===== src/rtl/countdown_timer_99_if.sv =====
// Control/status bundle for the 0..99 countdown timer.
// master drives controls; slave (the timer) drives status.
interface countdown_timer_99_if;
  logic       load;
  logic [6:0] load_val;
  logic       start;
  logic       pause;
  logic [6:0] count;
  logic       running;
  logic       expired;
  logic       done;

  modport master (
    output load, load_val, start, pause,
    input  count, running, expired, done
  );

  modport slave (
    input  load, load_val, start, pause,
    output count, running, expired, done
  );
endinterface


===== src/rtl/countdown_timer_99.sv =====
// Seconds-style 0..99 countdown with load, start, pause/resume, expiry.
// count feeds the downstream binary-to-BCD converter directly.
module countdown_timer_99 #(
  parameter int TICK_DIV = 100000000,
  parameter int PRE_W    = 27
) (
  input  logic                  clk,
  input  logic                  rst_n,
  countdown_timer_99_if.slave   bus
);

  typedef enum logic [1:0] {
    S_IDLE,
    S_RUN,
    S_PAUSED,
    S_EXPIRED
  } state_t;

  localparam logic [PRE_W-1:0] PRE_LAST = PRE_W'(TICK_DIV - 1);

  state_t           state_q, state_d;
  logic [6:0]       count_q, count_d;
  logic [PRE_W-1:0] pre_q, pre_d;
  logic             running_q, running_d;
  logic             expired_q, expired_d;
  logic             done_q, done_d;

  logic go, stop;

  // start and pause together cancel each other out
  assign go   = bus.start & ~bus.pause;
  assign stop = bus.pause & ~bus.start;

  always_comb begin
    state_d = state_q;
    count_d = count_q;
    pre_d   = pre_q;
    done_d  = 1'b0;
    if (bus.load) begin
      count_d = (bus.load_val > 7'd99) ? 7'd99 : bus.load_val;
      pre_d   = '0;
      state_d = S_IDLE;
    end else begin
      unique case (state_q)
        S_IDLE: begin
          if (go && count_q != 7'd0) begin
            state_d = S_RUN;
            pre_d   = '0;
          end
        end
        S_RUN: begin
          if (stop) begin
            state_d = S_PAUSED;
          end else if (pre_q == PRE_LAST) begin
            pre_d = '0;
            if (count_q != 7'd0) begin
              count_d = count_q - 7'd1;
            end
            if (count_q == 7'd1) begin
              state_d = S_EXPIRED;
              done_d  = 1'b1;
            end
          end else begin
            pre_d = pre_q + 1'b1;
          end
        end
        S_PAUSED: begin
          if (go) begin
            state_d = S_RUN;
          end
        end
        S_EXPIRED: begin
          count_d = 7'd0;
        end
        default: state_d = S_IDLE;
      endcase
    end
    running_d = (state_d == S_RUN);
    expired_d = (state_d == S_EXPIRED);
  end

  always_ff @(posedge clk) begin
    if (!rst_n) begin
      state_q   <= S_IDLE;
      count_q   <= '0;
      pre_q     <= '0;
      running_q <= 1'b0;
      expired_q <= 1'b0;
      done_q    <= 1'b0;
    end else begin
      state_q   <= state_d;
      count_q   <= count_d;
      pre_q     <= pre_d;
      running_q <= running_d;
      expired_q <= expired_d;
      done_q    <= done_d;
    end
  end

  assign bus.count   = count_q;
  assign bus.running = running_q;
  assign bus.expired = expired_q;
  assign bus.done    = done_q;

endmodule

===== src/flat_wrapper.sv =====
// flat-port wrapper written by rule: the top's interface ports become plain ports
module countdown_timer_99_flat 
#(
  parameter int TICK_DIV = 100000000,
  parameter int PRE_W    = 27
)
  (clk, rst_n, bus_load, bus_load_val, bus_start, bus_pause, bus_count, bus_running, bus_expired, bus_done);
  countdown_timer_99_if bus_i ();
  input  logic clk;
  input  logic rst_n;
  input wire logic [$bits(bus_i.load)-1:0] bus_load;
  input wire logic [$bits(bus_i.load_val)-1:0] bus_load_val;
  input wire logic [$bits(bus_i.start)-1:0] bus_start;
  input wire logic [$bits(bus_i.pause)-1:0] bus_pause;
  output wire logic [$bits(bus_i.count)-1:0] bus_count;
  output wire logic [$bits(bus_i.running)-1:0] bus_running;
  output wire logic [$bits(bus_i.expired)-1:0] bus_expired;
  output wire logic [$bits(bus_i.done)-1:0] bus_done;
  assign bus_i.load = bus_load;
  assign bus_i.load_val = bus_load_val;
  assign bus_i.start = bus_start;
  assign bus_i.pause = bus_pause;
  assign bus_count = bus_i.count;
  assign bus_running = bus_i.running;
  assign bus_expired = bus_i.expired;
  assign bus_done = bus_i.done;
  countdown_timer_99 #(.TICK_DIV(TICK_DIV), .PRE_W(PRE_W)) u_core (.clk(clk), .rst_n(rst_n), .bus(bus_i));
endmodule

===== config.mk =====
export PLATFORM = sky130hd
export DESIGN_NAME = countdown_timer_99_flat
export DESIGN_NICKNAME = d
export VERILOG_FILES = /design/src/rtl/countdown_timer_99_if.sv /design/src/rtl/countdown_timer_99.sv /design/src/flat_wrapper.sv
export SDC_FILE = /design/constraint.sdc
export NUM_CORES = 1
export LEC_CHECK = 0
export BUFFER_PORTS_ARGS = -buffer_cell sky130_fd_sc_hd__buf_4
export CORE_ASPECT_RATIO = 0.7
export CORE_MARGIN = 4
export CORE_UTILIZATION = 30
export DETAILED_ROUTE_END_ITERATION = 7
export SKIP_CTS_REPAIR_TIMING = 1
export SYNTH_ARGS = -nofsm -noshare
export SYNTH_HDL_FRONTEND = slang
export SYNTH_SLANG_ARGS = --single-unit

===== constraint.sdc =====
create_clock -name clk -period 3.21 [get_ports clk]
set_input_delay 0 -clock clk [delete_from_list [all_inputs] [get_ports clk]]
set_output_delay 0 -clock clk [all_outputs]
set_load 0.005 [all_outputs]

==> results.md <==
* Starting density of the core at 0.3116
* Routed wire length at 5.100 mm
* Nets@finish at 293
* PD cells at 397.3 nW/um^2
* Die H at 78.41 um
* # setup viols final at 0
* H-tree levels at 2
* TritonRoute pass-1 iters at 5
* Arrival time worst endpoint at 2690 ps
* Reg clk slew, reported paths at 70 ps
* Slowest CP cell: or4_4
* CTS tree: built
* Die area at 8513 um^2
* Clock sink count at 39
* Setup TNS at 0 ps
* Synth area leader: dfxtp_1
* Antenna Nets Post-Route at 0
* Share of layout cells above drive strength 1 at 0.1295
* Via count at 1957
* Synth top area share at 0.3675
* Clk buf depth at 2
* Crit path time final at 2483 ps
* Average size of a mapped cell at 8.140 um^2
* CTS Root Cell: clkbuf_8
* Net Count, Synth at 277
* Via density at 5.261
* Cells along the critical path: ha_1 -> nand3_2 -> or4_4 -> or3_1 -> or4_1 -> a21oi_1
* GPL Wtd Cong at 0.8356
* Final hold vios at 0
* Iteration-0 DRC Markers at 161
* Global-route wire length before repair at 8.790 mm
* Maximum fanout along the worst path at 7
* Antenna Cells at 0
* Rows at 25
* Yosys warns at 0
* Fin Clk Skew at 6.726 ps
* Slowest cell delay on critical path at 590 ps
* Synth top area cells: dfxtp_1 37%, xnor2_1 6.2%, nor2_1 4.9%
* Synthesis-to-layout area growth at 15.02%
* Worst skew pair latency at 290 ps
* Synthesized area at 2125 um^2
* Slew headroom at 0.4426
* Unrepaired setup endpoints after global routing: no
* Routed length per placed instance at 13.71 um
* Max_cap viols at 0
* Largest net degree at the start of global routing at 27
* Critical Path Start Type: flip-flop
* Drt drc at 0
* Grt ovf at 0
* Status: completed
* Data required time at the worst endpoint at 3420 ps
* Most used DFF post-synth: dfxtp_1
* Post-synth EDFFs at 0
* Num CTS Buffers at 5
* Synth cell types at 45
* Post-Syn Instances at 261
* Critical Path Sink Type: flip-flop
* Lkg Pwr at 0.7810 nW
* Core area at 6819 um^2
* Die X-Extent at 108.6 um
* Commonest non-fill, non-tap cell in the layout: dfxtp_1
* Max Slew Vio Count at 0
* Ys async rst share at 0
* Hold crit path type: primary input to flip-flop
* Most frequent cells in the layout: 39 x dfxtp_1, 28 x nor2_1, 21 x buf_4
* Tcrit/Tclk final at 0.7735
* Global Route Usage Sum at 0.1266
* Total power at 970.8 uW
* Initial antenna violation count at 0
* Highest Clock Rate at 0.4027 GHz
* #FFs+latches synth at 39
* Fill cells at 716
* Crit path kind: flip-flop to flip-flop
* Hold_ws at 20.58 ps
* # IOs at 22
* Number of global-route vias before repair at 1796
* Worst Max-Slew Pin Slew at 836.1 ps
* DP Wirelength at 3.689 mm
* Maximum VDD drop at 123.6 uV
* Seq/Total Area, Yosys at 0.3675
* IO buf count at 21
==> Yosys cell counts, types with 5 or more instances <==
cell type / number
o21ai_0: 12
xnor2_1: 15
nand3_1: 10
o31ai_1: 7
nand2_1: 20
nor2_1: 28
nor3_1: 5
nor4_1: 14
and3_1: 5
or3_1: 9
dfxtp_1: 39
or4_1: 7
clkbuf_1: 8
nand4_1: 9
a21oi_1: 17
inv_1: 6
==> worst paths after layout <==
kind	from	endpoint	slack, ps	depth (start not counted)
setup reg to reg	u_core.pre_q[0]	u_core.pre_q[26]	730	6
hold / removal	rst_n	u_core.bus.count[2]	20	2
setup / recovery	u_core.pre_q[0]	u_core.pre_q[26]	730	6
hold reg to reg	u_core.pre_q[26]	u_core.pre_q[26]	500	2
==> metal layers <==
metal	global-route usage	share of wire	up-vias
li1	-	-	1003
met1	0.2036	0.54	885
met2	0.1634	0.38	62
met3	0.02136	0.061	7
met4	0.04414	0.013	0
met5	0	0	-
==> logic make-up after synthesis <==
| family | share of synthesized area |
|---|---|
| buf+inv | 0.03710 |
| fa+ha+maj | 0.02356 |
| simple gates | 0.3392 |
| xor+xnor | 0.07009 |
| compound gates | 0.1625 |
| flops | 0.3675 |
==> worst max-delay path: cells and delay by family (launching register included) <==
kind | cells | cell delay, ps
and+or+nand+nor | 4 | 1660
AOI/OAI and AO/OA | 1 | 140
adders and majority gates | 1 | 220
DFF | 1 | 390
==> registers in the layout, summed over array words and instances (netlist names) <==
register / count
u_core.state_q: 2
u_core.bus.done: 1
u_core.pre_q: 27
u_core.bus.expired: 1
u_core.bus.running: 1
u_core.bus.count: 7
==> power by group <==
group	total, mW	leakage [nW]	internal (mW)	switching, mW
Clock	0.361	0.0515	0.196	0.165
Combinational	0.108	0.414	0.0420	0.0658
Sequential	0.502	0.315	0.491	0.0110
==> per-stage QoR <==
step | instance area, um^2 | worst slack (ps) | instances | utilization
floorplan | 2125 | 887.6 | 261 | -
global placement | 2344 | 823.6 | 364 | 0.3437
detailed placement | 2344 | 754.9 | 364 | 0.3437
CTS | 2444 | 730.5 | 372 | 0.3583
global route | 2444 | 535.4 | 372 | 0.3583
finish | 2444 | 727.0 | 372 | 0.3583
==> cell type report <==
cell class	count	area (um^2)	share of cell area
multi-input cells	204	1265	0.5177
clock buffers	8	100.1	0.04096
inverters	6	22.52	0.009217
flip-flops and latches	39	780.7	0.3195
repair buffers	21	157.7	0.06452
well taps	94	117.6	0.04813
(Power assumes the default switching activity.)
